[config.mk]
export PLATFORM = sky130hd
export DESIGN_NAME = clk_branch_sequencer
export DESIGN_NICKNAME = d
export VERILOG_FILES = /design/src/rtl/clk_seq_pkg.sv /design/src/rtl/clk_seq_dly.sv /design/src/rtl/clk_branch_sequencer.sv
export SDC_FILE = /design/constraint.sdc
export NUM_CORES = 1
export LEC_CHECK = 0
export BUFFER_PORTS_ARGS = -buffer_cell sky130_fd_sc_hd__buf_2
export CELL_PAD_IN_SITES_DETAIL_PLACEMENT = 1
export CELL_PAD_IN_SITES_GLOBAL_PLACEMENT = 1
export CORE_MARGIN = 2
export CORE_UTILIZATION = 43
export CTS_CLUSTER_SIZE = 16
export DETAILED_ROUTE_END_ITERATION = 8
export PLACE_DENSITY_LB_ADDON = 0.3
export SLEW_MARGIN = 15
export SYNTH_ARGS = -nofsm -noshare
export SYNTH_HDL_FRONTEND = slang
export SYNTH_SLANG_ARGS = --single-unit
export TNS_END_PERCENT = 5
[constraint.sdc]
create_clock -name clk -period 3.9 [get_ports clk]
set_clock_uncertainty 0.2 [all_clocks]
set_input_delay 0 -clock clk [delete_from_list [all_inputs] [get_ports clk]]
set_output_delay 0 -clock clk [all_outputs]
set_load 0.01 [all_outputs]
[src/rtl/clk_seq_pkg.sv]
// Shared types, defaults and the round-robin search used by the clock-branch
// enable sequencer.
package clk_seq_pkg;

    localparam int NBR_DEF     = 4;
    localparam int STAGGER_DEF = 8;
    localparam int SETTLE_DEF  = 2;
    localparam int MAX_NBR     = 16;

    typedef enum logic {
        IDLE = 1'b0,
        WAIT = 1'b1
    } seq_state_e;

    // Returns the first set bit found scanning start, start+1, ... modulo n.
    // The scan runs backwards so the earliest hit is the one that sticks.
    // Falls back to start when vec is empty; callers only use it when vec != 0.
    function automatic int rr_first(input logic [MAX_NBR-1:0] vec,
                                    input int n,
                                    input int start);
        int pos;
        rr_first = start;
        for (int k = n - 1; k >= 0; k--) begin
            pos = (start + k) % n;
            if (vec[pos[3:0]]) rr_first = pos;
        end
    endfunction

endpackage

[src/rtl/clk_seq_dly.sv]
// SETTLE-deep, synchronously reset 1-bit shift register; turns an enable into
// its acknowledge once the gated branch clock has had time to settle.
module clk_seq_dly
    import clk_seq_pkg::*;
#(
    parameter int SETTLE = SETTLE_DEF
) (
    input  logic clk,
    input  logic rst,
    input  logic d,
    output logic q
);

    logic [SETTLE-1:0] stage;

    // NOTE: every stage is reset, not just the output, so a reset can never
    // release a stale acknowledge a few cycles later.
    generate
        if (SETTLE == 1) begin : g_single
            always_ff @(posedge clk) begin
                if (rst) stage <= '0;
                else     stage <= d;
            end
        end else begin : g_chain
            always_ff @(posedge clk) begin
                if (rst) stage <= '0;
                else     stage <= {stage[SETTLE-2:0], d};
            end
        end
    endgenerate

    assign q = stage[SETTLE-1];

endmodule

[src/rtl/clk_branch_sequencer.sv]
// Clock-branch enable sequencer: toggles one ICG enable at a time in round-robin
// order, then holds off for STAGGER cycles to bound supply inrush.
module clk_branch_sequencer
    import clk_seq_pkg::*;
#(
    parameter int NBR     = NBR_DEF,
    parameter int STAGGER = STAGGER_DEF,
    parameter int SETTLE  = SETTLE_DEF
) (
    input  logic           clk,
    input  logic           rst,
    input  logic [NBR-1:0] req,
    output logic [NBR-1:0] en,
    output logic [NBR-1:0] ack,
    output logic           busy
);

    localparam int PTR_W = (NBR > 1)     ? $clog2(NBR)     : 1;
    localparam int CNT_W = (STAGGER > 1) ? $clog2(STAGGER) : 1;

    seq_state_e         state, state_next;
    logic [PTR_W-1:0]   ptr, ptr_next;
    logic [CNT_W-1:0]   cnt, cnt_next;
    logic [NBR-1:0]     en_next;
    logic [MAX_NBR-1:0] mismatch;
    int                 idx;

    // NOTE: state registers use non-blocking assignments so every flop samples
    // the pre-edge values regardless of statement order.
    always_ff @(posedge clk) begin
        if (rst) begin
            state <= IDLE;
            en    <= '0;
            ptr   <= '0;
            cnt   <= '0;
        end else begin
            state <= state_next;
            en    <= en_next;
            ptr   <= ptr_next;
            cnt   <= cnt_next;
        end
    end

    // NOTE: every output of this block gets a default before the case so no
    // path leaves a value unassigned, which would infer a latch.
    always_comb begin
        state_next = state;
        en_next    = en;
        ptr_next   = ptr;
        cnt_next   = cnt;
        idx        = 0;
        mismatch   = MAX_NBR'(req ^ en);

        unique case (state)
            IDLE: begin
                if (mismatch != '0) begin
                    idx        = rr_first(mismatch, NBR, int'(ptr));
                    en_next    = en ^ (NBR'(1) << idx);
                    ptr_next   = PTR_W'((idx + 1) % NBR);
                    cnt_next   = CNT_W'(STAGGER - 1);
                    state_next = WAIT;
                end
            end
            WAIT: begin
                // Requests are not looked at here; only the next IDLE sample counts.
                if (cnt == '0) state_next = IDLE;
                else           cnt_next   = cnt - 1'b1;
            end
            default: state_next = IDLE;
        endcase
    end

    assign busy = (state == WAIT) | (|(req ^ en));

    generate
        for (genvar i = 0; i < NBR; i++) begin : g_ack
            clk_seq_dly #(.SETTLE(SETTLE)) u_dly (
                .clk (clk),
                .rst (rst),
                .d   (en[i]),
                .q   (ack[i])
            );
        end
    endgenerate

endmodule

==> results of run 1 <==
## worst reg2reg max path: stages (launching register included)
cell and delay (ns):
dfxtp_1 0.37, xnor2_1 0.36, nor3_1 0.12, o41a_1 0.47, or4_1 0.51, a21oi_1 0.16
## sequential cells by signal, indices dropped and copies added, names as in the netlist
register           flops
g_ack.u_dly.stage      8
en                     4
cnt                    3
ptr                    2
state                  1
## cell usage after synthesis, types with 3 or more instances
library cell and number:
a21oi_1 3, xor2_1 4, nor2b_1 11, dfxtp_1 18
nor3_1 5, inv_1 3, buf_4 8, nor2_1 10
mux2_2 3, a211oi_1 3, nand2_1 3, xnor2_1 3
## worst max-delay path by stage
stage | end | slack (ns) | cells after the start
after floorplan | en[0] | 1.88 | 5
after global placement | en[0] | 1.73 | 5
after detailed placement | en[0] | 1.68 | 5
after CTS | en[0] | 1.64 | 5
after global routing | en[2] | 1.51 | 5
final | en[0] | 1.64 | 5
## metal layers
layer	wire, um	up-vias
met3	67	2
met1	725	331
li1	-	340
met4	7	0
met2	901	13
met5	0	-
## power groups by stage
stage / Sequential, mW / Combinational, mW / Clock [mW]
detailed placement: 0.297 / 0.336 / 0
CTS: 0.292 / 0.338 / 0.0896
finish: 0.292 / 0.341 / 0.0858
global placement: 0.292 / 0.326 / 0
floorplan: 0.279 / 0.290 / 0
global route: 0.299 / 0.382 / 0.0981
## area by class of cell
type / instances / area, um^2 / share of cell area [%]
multi-input combinational: 63 / 430 / 45.9
sequential: 18 / 360 / 38.4
timing repair buffer: 15 / 80.1 / 8.53
tap: 27 / 33.8 / 3.60
clock buffer: 3 / 22.5 / 2.40
inverter: 3 / 11.3 / 1.20
## cell families (layout without fill, tap and decap cells)
kind of cell	count (synthesis)	after routing
compound gates	16	16
mux	4	4
buf+inv	14	21
flops	18	18
fa+ha+maj	2	2
xor+xnor	7	7
simple gates	34	34
## repair_timing
action	4_1_cts	5_1_grt
setup buffers	0	0
endpoints found under the hold margin	16	0
hold buffers	1	0
## through the flow
step | hold WS (ns) | instances | setup slack [ns]
floorplan | 0.101 | 95 | 1.88
global placement | 0.169 | 125 | 1.73
detailed placement | 0.179 | 125 | 1.68
CTS | 0.213 | 129 | 1.64
global route | 0.266 | 129 | 1.51
finish | 0.240 | 129 | 1.64
==> out/summary.log, run 1 <==
INFO  grt            grt_usage=16.0%
INFO  timing         grt_setup_unrepaired=no
INFO  power          switching_share=41.1%
INFO  synth          async_flop_share=0%
INFO  placement      detailed_place.area=906um^2
INFO  setup_path     worst_path_largest_cell_delay=0.51ns
INFO  job            max-cap-violations=0
INFO  route          drtIter0Drc=7
INFO  cells_and_area num-nets-final=112
INFO  power          p_leak=0.406nW
INFO  cells_and_area most-common-layout-cells=18 x dfxtp_1, 14 x buf_2, 11 x nor2b_1
INFO  setup_path     crit_slowest_cell=or4_1
INFO  synth          postSynthRegisterBits=18
INFO  synth          synthCells=95
INFO  die            num_rows=16
INFO  setup_path     crit_start=en[2]
INFO  setup_path     cell_count_of_the_worst_reg_to_reg_path=5
INFO  die            io_pins=15
INFO  clock_tree     ctsLongestPathBuffers=2
INFO  setup_path     critical_path.cell_chain=xnor2_1 > nor3_1 > o41a_1 > or4_1 > a21oi_1
INFO  run_status     outcome=completed
INFO  timing         worst_slew_margin_rel=58.5%
INFO  synth          fraction_of_the_mapped_netlist_area_in_compound_gates=14.3%
INFO  power          power_frac_seq=40.6%
INFO  route          antenna_left=0
INFO  cells_and_area stdcell_area=938um^2
INFO  clock_tree     cts_buffers=3
INFO  route          via_per_inst=5.32
INFO  route          firstDrtPassIters=4
INFO  synth          synth_edf_count=0
INFO  grt            grt.met2_usage=29.3%
INFO  setup_path     cp.arrival=2.27ns
INFO  grt            top_usage_layer=met2
INFO  synth          post_synth_instance_area=873um^2
INFO  placement      port-buffer-count=14
INFO  cells_and_area drive_above_1_share=20.6%
INFO  power          clock_power_share=11.9%
INFO  synth          synthSimpleGateAreaFrac=20.1%
INFO  timing         finalHoldViolations=0
INFO  power          power_share_of_the_combinational_group=47.5%
INFO  grt            first_global_vias=694
INFO  synth          yosysSeqAreaShare=41.3%
INFO  die            die_extent_in_y=49.1um
INFO  synth          synth.distinct_cells=31
INFO  power          power_report.internal_total=0.423mW
INFO  clock_tree     clock_sinks=18
INFO  setup_path     setup_crit_end_kind=flop
INFO  cells_and_area layout.filler_cells=241
INFO  timing         worst_max_slew_pin_slew=0.615ns
INFO  setup_path     worstSetupStartpointType=flop
INFO  power          switching_power=0.295mW
INFO  clock_tree     tritoncts=done
INFO  setup_path     reg2reg_slack=1.64ns
INFO  hold_path      min_to=ptr[1]
INFO  route          post_detailed_routing_wire_length=1700um
INFO  die            die_area=2410um^2
INFO  setup_path     crit_buf_inv=0
INFO  die            initial_core_util=45.0%
INFO  hold_path      class_of_the_tightest_hold_or_removal_check=primary input to flop
INFO  setup_path     launch_point_of_the_worst_reg_to_reg_path=en[2]
INFO  synth          synthDominantCellAreaShare=41.3%
INFO  grt            gr-usage-met3=4.91%
INFO  timing         layout_worst_path_cycle_share=57.9%
INFO  synth          yosys.area_share.xor_xnor=7.02%
INFO  setup_path     reg2reg_to=en[0]
INFO  cells_and_area diodes=0
INFO  grt            grt_pass1_wl=3040um
INFO  synth          post_synth_mux_area_share=5.01%
INFO  cells_and_area finish.utilization=48.3%
INFO  synth          largest_family_of_logic_cells_by_synthesized_area=simple AND/OR/NAND/NOR gates
INFO  grt            grt_max_degree=19
INFO  synth          yosys-top-cells-area=dfxtp_1 41%, nor2b_1 7.9%, buf_4 6.9%
INFO  timing         setup_total_negative_slack=0ns
INFO  route          route.detailed.drc=0
INFO  synth          ys_dominant_reg_cell=dfxtp_1
INFO  clock_tree     post_cts_resize_count=0
INFO  route          num_vias=686
INFO  hold_path      min_path_cells=6
INFO  synth          cell_type_contributing_the_most_total_cell_area_after_synthesis=dfxtp_1
INFO  die            die_width=49.1um
INFO  synth          synth_area_per_cell=9.19um^2
INFO  power          worst_ir_drop_vdd=0.413mV
INFO  timing         timing.final.max_slew_violations=0
INFO  setup_path     critical_path_peak_fanout=5
INFO  cells_and_area layout_commonest_cell=dfxtp_1
INFO  timing         report.final.setup_viol=0
INFO  hold_path      hold_start=req[1]
INFO  grt            number_of_antenna_violations_at_the_first_check_in_global_routing=0
INFO  clock_tree     insertion_delay=0.28ns
INFO  setup_path     path_delay_family=simple AND/OR/NAND/NOR gates
INFO  route          detail_route.wl_per_cell=13.2um
INFO  timing         post-route-min-period=2.26ns
INFO  clock_tree     clock_tree.root_cell=clkbuf_4
INFO  synth          postSynthNetCount=103
INFO  synth          yosys_warnings=0
INFO  power          pwr_density_cell=766nW/um^2
INFO  synth          fraction_of_the_mapped_netlist_area_in_adder_cells=2.87%
INFO  placement      place.detailed.hpwl=1320um
INFO  setup_path     timing.critical_path.required=3.91ns
INFO  cells_and_area area_overhead_of_the_layout_relative_to_synthesis=7.45%
INFO  placement      globalplace.congestion=0.791
INFO  grt            globalRouteMet1Util=17.7%
INFO  grt            global_route_overflow=0
INFO  power          power.total=0.719mW
INFO  clock_tree     htree_levels=1
INFO  clock_tree     clk_pin_slew=0.09ns
INFO  setup_path     crit_type=flop to flop
INFO  die            placeableCoreArea=1940um^2
INFO  timing         maxClockFrequency=0.443GHz
Power figures use the tool's default switching activity.
==> run 2: changes to the inputs <==
--- a/config.mk
+++ b/config.mk
@@ -9,7 +9,7 @@
 export CELL_PAD_IN_SITES_DETAIL_PLACEMENT = 1
 export CELL_PAD_IN_SITES_GLOBAL_PLACEMENT = 1
 export CORE_MARGIN = 2
-export CORE_UTILIZATION = 43
+export CORE_UTILIZATION = 36
 export CTS_CLUSTER_SIZE = 16
 export DETAILED_ROUTE_END_ITERATION = 8
 export PLACE_DENSITY_LB_ADDON = 0.3
==> constraint.sdc (replaced) <==
create_clock -name clk -period 1.9 [get_ports clk]
set_clock_uncertainty 0.2 [all_clocks]
set_input_delay 0 -clock clk [delete_from_list [all_inputs] [get_ports clk]]
set_output_delay 0 -clock clk [all_outputs]
set_load 0.01 [all_outputs]
==> out/summary.log, run 2 (synthesis gave the netlist of run 1 again) <==
INFO  run_status     outcome=finished with violations
INFO  run_status     violations=setup timing
INFO  cells_and_area layout.filler_cells=273
INFO  grt            number_of_antenna_violations_at_the_first_check_in_global_routing=0
INFO  placement      globalplace.congestion=0.852
INFO  setup_path     critical_path_peak_fanout=4
INFO  timing         worst_slew_margin_rel=78.6%
INFO  grt            grt_max_degree=19
INFO  hold_path      class_of_the_tightest_hold_or_removal_check=flop to flop
INFO  clock_tree     cts_buffers=3
INFO  placement      placed_cells=136
INFO  setup_path     worst_path_largest_cell_delay=0.52ns
INFO  clock_tree     clk_pin_slew=0.10ns
INFO  setup_path     timing.critical_path.required=1.93ns
INFO  cells_and_area finish.utilization=54.4%
INFO  route          post_detailed_routing_wire_length=2180um
INFO  die            die_area=2840um^2
INFO  cells_and_area layout_commonest_cell=buf_2
INFO  timing         layout_worst_path_cycle_share=106%
INFO  timing         grt_setup_unrepaired=yes
INFO  cells_and_area most_flop_heavy_register=g_ack.u_dly.stage
INFO  cells_and_area most-common-layout-cells=14 x buf_2, 13 x dfxtp_1, 12 x buf_4
INFO  setup_path     critical_path.cell_chain=xnor2_2 > o221a_2 > o21a_1 > or4_4 > a21oi_1
INFO  route          firstDrtPassIters=4
INFO  grt            global_route_overflow=0
INFO  clock_tree     ctsLongestPathBuffers=2
INFO  timing         worst_max_slew_pin_slew=0.321ns
INFO  die            die_width=53.3um
INFO  setup_path     crit_slowest_cell=or4_4
INFO  die            num_rows=17
INFO  die            initial_core_util=38.7%
INFO  route          detail_route.wl_per_cell=15.3um
INFO  die            io_pins=15
INFO  timing         timing.final.max_slew_violations=0
INFO  cells_and_area diodes=0
INFO  setup_path     worstSetupStartpointType=flop
INFO  job            max-cap-violations=0
INFO  timing         finalHoldViolations=0
INFO  cells_and_area non_filler_instance_count_after_layout=143
INFO  die            die_extent_in_y=53.3um
INFO  route          drtIter0Drc=7
INFO  timing         maxClockFrequency=0.494GHz
INFO  placement      port-buffer-count=14
INFO  die            placeableCoreArea=2250um^2
INFO  placement      place.detailed.hpwl=1500um
INFO  route          via_per_inst=5.20
INFO  clock_tree     tritoncts=done
INFO  cells_and_area max_reg_flops=8
INFO  cells_and_area area_overhead_of_the_layout_relative_to_synthesis=40.5%
INFO  power          pwr_density_cell=1710nW/um^2
INFO  cells_and_area drive_above_1_share=50.4%
INFO  power          p_leak=0.512nW
INFO  power          worst_ir_drop_vdd=0.897mV
INFO  setup_path     path_delay_family=compound AO/OA/AOI/OAI gates
INFO  grt            first_global_vias=790
INFO  setup_path     crit_buf_inv=0
INFO  setup_path     setup_crit_end_kind=flop
INFO  setup_path     crit_type=flop to flop
INFO  clock_tree     clock_sinks=18
INFO  grt            grt_usage=18.0%
INFO  cells_and_area num-nets-final=124
INFO  grt            grt_pass1_wl=3620um
INFO  cells_and_area biggestRegsByFlops=g_ack.u_dly.stage (8), en (4), cnt (3)
INFO  setup_path     cp.arrival=2.05ns
INFO  route          route.detailed.drc=0
INFO  timing         final_critical_path_setup_slack=-0.123ns
INFO  route          antenna_left=0
INFO  timing         post-route-min-period=2.02ns
INFO  clock_tree     clock_tree.root_cell=clkbuf_4
INFO  clock_tree     insertion_delay=0.29ns
INFO  route          num_vias=744
INFO  clock_tree     htree_levels=1
INFO  timing         report.final.setup_viol=6
run 2: layout make-up:
cell class / instances / area [um^2] / share of cell area (%)
well taps: 28 / 35.0 / 2.85
flip-flops and latches: 18 / 374 / 30.5
multi-input cells: 63 / 601 / 48.9
clock buffers: 4 / 36.3 / 2.96
inverters: 3 / 11.3 / 0.917
repair buffers: 27 / 170 / 13.9
run 2: power by group:
part | switching, mW | leakage, nW | total (mW) | internal, mW
Clock | 0.118 | 0.0210 | 0.235 | 0.117
Combinational | 0.554 | 0.340 | 1.19 | 0.632
Sequential | 0.170 | 0.151 | 0.678 | 0.509
Total | 0.842 | 0.512 | 2.10 | 1.26
run 2: path summary, 6_finish.rpt:
path / start / end / slack, ns / depth (start not counted)
max: en[0] / en[0] / -0.12 / 5
min: g_ack[3].u_dly.stage[0] / g_ack[3].u_dly.stage[1] / 0.25 / 1
max reg2reg: en[0] / en[0] / -0.12 / 5
min reg2reg: g_ack[3].u_dly.stage[0] / g_ack[3].u_dly.stage[1] / 0.25 / 1
run 2: through the flow:
stage | setup slack (ns) | hold slack (ns) | setup TNS, ns | total power, mW | area [um^2]
floorplan | 0.0142 | 0.101 | 0 | 1.24 | 932
global placement | -0.152 | 0.178 | -0.293 | 1.52 | 1040
detailed placement | -0.144 | 0.178 | -0.355 | 1.57 | 1040
CTS | -0.0476 | 0.255 | -0.106 | 2.03 | 1210
global route | -0.155 | 0.276 | -0.745 | 2.24 | 1230
finish | -0.123 | 0.249 | -0.322 | 2.10 | 1230
run 2: timing repair:
item	4_1_cts	5_1_grt
resized for setup	17	3
cloned	0	0
endpoints found under the hold margin	17	0
setup endpoints to repair	5	6
hold buffers	1	0
pin swaps	6	3
buffers inserted	1	1
run 2: routing by layer:
metal / vias to the layer above / GRT usage (%) / routed length (um)
li1: 363 / - / -
met1: 356 / 20.4 / 917
met2: 18 / 31.3 / 1110
met3: 7 / 6.50 / 98
met4: 0 / 5.13 / 55
met5: - / 0 / 0
run 2: worst register-to-register path: stages, from the launching register on:
cell and delay, ns:
dfxtp_4 0.39, xnor2_2 0.17, o221a_2 0.31, o21a_1 0.23
or4_4 0.52, a21oi_1 0.13
==> run 3: changes to the inputs <==
--- a/config.mk
+++ b/config.mk
@@ -9,10 +9,11 @@
 export CELL_PAD_IN_SITES_DETAIL_PLACEMENT = 1
 export CELL_PAD_IN_SITES_GLOBAL_PLACEMENT = 1
 export CORE_MARGIN = 2
-export CORE_UTILIZATION = 36
+export CORE_UTILIZATION = 35
 export CTS_CLUSTER_SIZE = 16
 export DETAILED_ROUTE_END_ITERATION = 8
 export PLACE_DENSITY_LB_ADDON = 0.3
+export SKIP_LAST_GASP = 1
 export SLEW_MARGIN = 15
 export SYNTH_ARGS = -nofsm -noshare
 export SYNTH_HDL_FRONTEND = slang
==> out/summary.log, run 3 (synthesis gave the netlist of run 1 again) <==
INFO  run_status     outcome=finished with violations
INFO  run_status     violations=setup timing
INFO  cells_and_area area_overhead_of_the_layout_relative_to_synthesis=38.7%
INFO  clock_tree     ctsLongestPathBuffers=2
INFO  placement      globalplace.congestion=0.818
INFO  power          power.total=2.04mW
INFO  cells_and_area non_filler_instance_count_after_layout=142
INFO  cells_and_area most-common-layout-cells=14 x buf_2, 13 x dfxtp_1, 11 x nor2b_1
INFO  die            num_rows=18
INFO  timing         final_critical_path_setup_slack=-0.114ns
INFO  grt            grt_usage=16.3%
INFO  setup_path     crit_start=en[2]
INFO  cells_and_area most_flop_heavy_register=g_ack.u_dly.stage
INFO  route          detail_route.wl_per_cell=14.5um
INFO  die            die_width=54.0um
INFO  job            max-cap-violations=0
INFO  cells_and_area layout_commonest_cell=buf_2
INFO  setup_path     timing.critical_path.required=1.93ns
INFO  clock_tree     clock_sinks=18
INFO  timing         report.final.setup_viol=5
INFO  setup_path     path_delay_family=compound AO/OA/AOI/OAI gates
INFO  timing         post-route-min-period=2.01ns
INFO  timing         grt_setup_unrepaired=yes
INFO  clock_tree     clock_tree.root_cell=clkbuf_4
INFO  setup_path     setup_crit_end_kind=flop
INFO  setup_path     crit_buf_inv=0
INFO  hold_path      class_of_the_tightest_hold_or_removal_check=flop to flop
INFO  placement      dpl_worst_slack=-0.145ns
INFO  timing         worst_max_slew_pin_slew=0.364ns
INFO  grt            first_global_vias=708
INFO  cells_and_area drive_above_1_share=47.3%
INFO  cells_and_area diodes=0
INFO  cells_and_area biggestRegsByFlops=g_ack.u_dly.stage (8), en (4), cnt (3)
INFO  die            die_extent_in_y=54.0um
INFO  route          firstDrtPassIters=4
INFO  clock_tree     htree_levels=1
INFO  grt            global_route_overflow=0
INFO  hold_path      hold_start=g_ack[3].u_dly.stage[0]
INFO  setup_path     worstSetupStartpointType=flop
INFO  route          route.detailed.drc=0
INFO  grt            grt_max_degree=19
INFO  die            die_area=2910um^2
INFO  timing         layout_worst_path_cycle_share=106%
INFO  clock_tree     insertion_delay=0.29ns
INFO  clock_tree     tritoncts=done
INFO  route          via_per_inst=5.08
INFO  die            initial_core_util=36.2%
INFO  setup_path     launch_point_of_the_worst_reg_to_reg_path=en[2]
INFO  setup_path     critical_path.cell_chain=xnor2_4 > nor2_1 > o41a_1 > or4_4 > a21oi_2
INFO  route          antenna_left=0
INFO  timing         timing.final.max_slew_violations=0
INFO  cells_and_area max_reg_flops=8
INFO  power          p_leak=0.496nW
INFO  timing         maxClockFrequency=0.496GHz
INFO  setup_path     crit_slowest_cell=o41a_1
INFO  route          num_vias=722
INFO  die            placeableCoreArea=2410um^2
INFO  placement      placed_cells=136
INFO  setup_path     critical_path_peak_fanout=4
INFO  power          pwr_density_cell=1690nW/um^2
INFO  clock_tree     cts_buffers=3
INFO  cells_and_area layout.filler_cells=267
INFO  power          worst_ir_drop_vdd=0.976mV
INFO  die            io_pins=15
INFO  grt            grt_pass1_wl=3240um
INFO  timing         worst_slew_margin_rel=75.6%
INFO  grt            number_of_antenna_violations_at_the_first_check_in_global_routing=0
INFO  setup_path     worst_path_largest_cell_delay=0.46ns
INFO  setup_path     cp.arrival=2.04ns
INFO  placement      port-buffer-count=14
INFO  clock_tree     clk_pin_slew=0.11ns
INFO  route          post_detailed_routing_wire_length=2070um
INFO  cells_and_area num-nets-final=121
INFO  route          drtIter0Drc=7
INFO  timing         finalHoldViolations=0
INFO  setup_path     crit_type=flop to flop
run 3: cell count changes in the layout (fill, tap and decap cells not counted), sizes merged:
cell  delta
buf      -3
run 3: routing by layer:
| layer | vias to the layer above | routed length, um | track usage [%] |
|---|---|---|---|
| met3 | 6 | 68 | 3.33 |
| li1 | 353 | - | - |
| met2 | 15 | 1100 | 28.9 |
| met1 | 348 | 862 | 18.2 |
| met4 | 0 | 40 | 8.55 |
| met5 | - | 0 | 0 |
run 3: final timing paths:
kind | end | slack, ns | cells past startpoint
worst max-delay path | en[0] | -0.11 | 5
worst min-delay path | g_ack[3].u_dly.stage[1] | 0.25 | 1
worst max register to register | en[0] | -0.11 | 5
worst min register to register | g_ack[3].u_dly.stage[1] | 0.25 | 1
run 3: repair_timing:
action,CTS,global route
setup endpoints to repair,4,6
endpoints found under the hold margin,18,0
pin swaps,2,0
resized for setup,10,9
hold buffers,1,0
buffers inserted,1,0
run 3: power breakdown:
part,total (mW),internal (mW),switching [mW]
combinational,1.13,0.592,0.537
sequential,0.675,0.509,0.167
clock,0.240,0.117,0.123
total,2.04,1.22,0.827
run 3: area by class of cell:
class | count | area, um^2 | share of cell area (%)
well taps | 30 | 37.5 | 3.10
flip-flops and latches | 18 | 374 | 30.9
multi-input cells | 63 | 604 | 49.9
clock buffers | 4 | 36.3 | 3.00
repair buffers | 24 | 148 | 12.2
inverters | 3 | 11.3 | 0.930
run 3: metrics by stage:
stage | utilization, % | setup TNS, ns | area, um^2 | hold slack [ns]
2_1_floorplan | - | 0 | 932 | 0.101
3_3_place_gp | 42.7 | -0.213 | 1030 | 0.176
3_5_place_dp | 42.7 | -0.396 | 1030 | 0.182
4_1_cts | 47.5 | -0.367 | 1140 | 0.256
5_1_grt | 50.3 | -0.803 | 1210 | 0.283
6_report | 50.3 | -0.392 | 1210 | 0.250
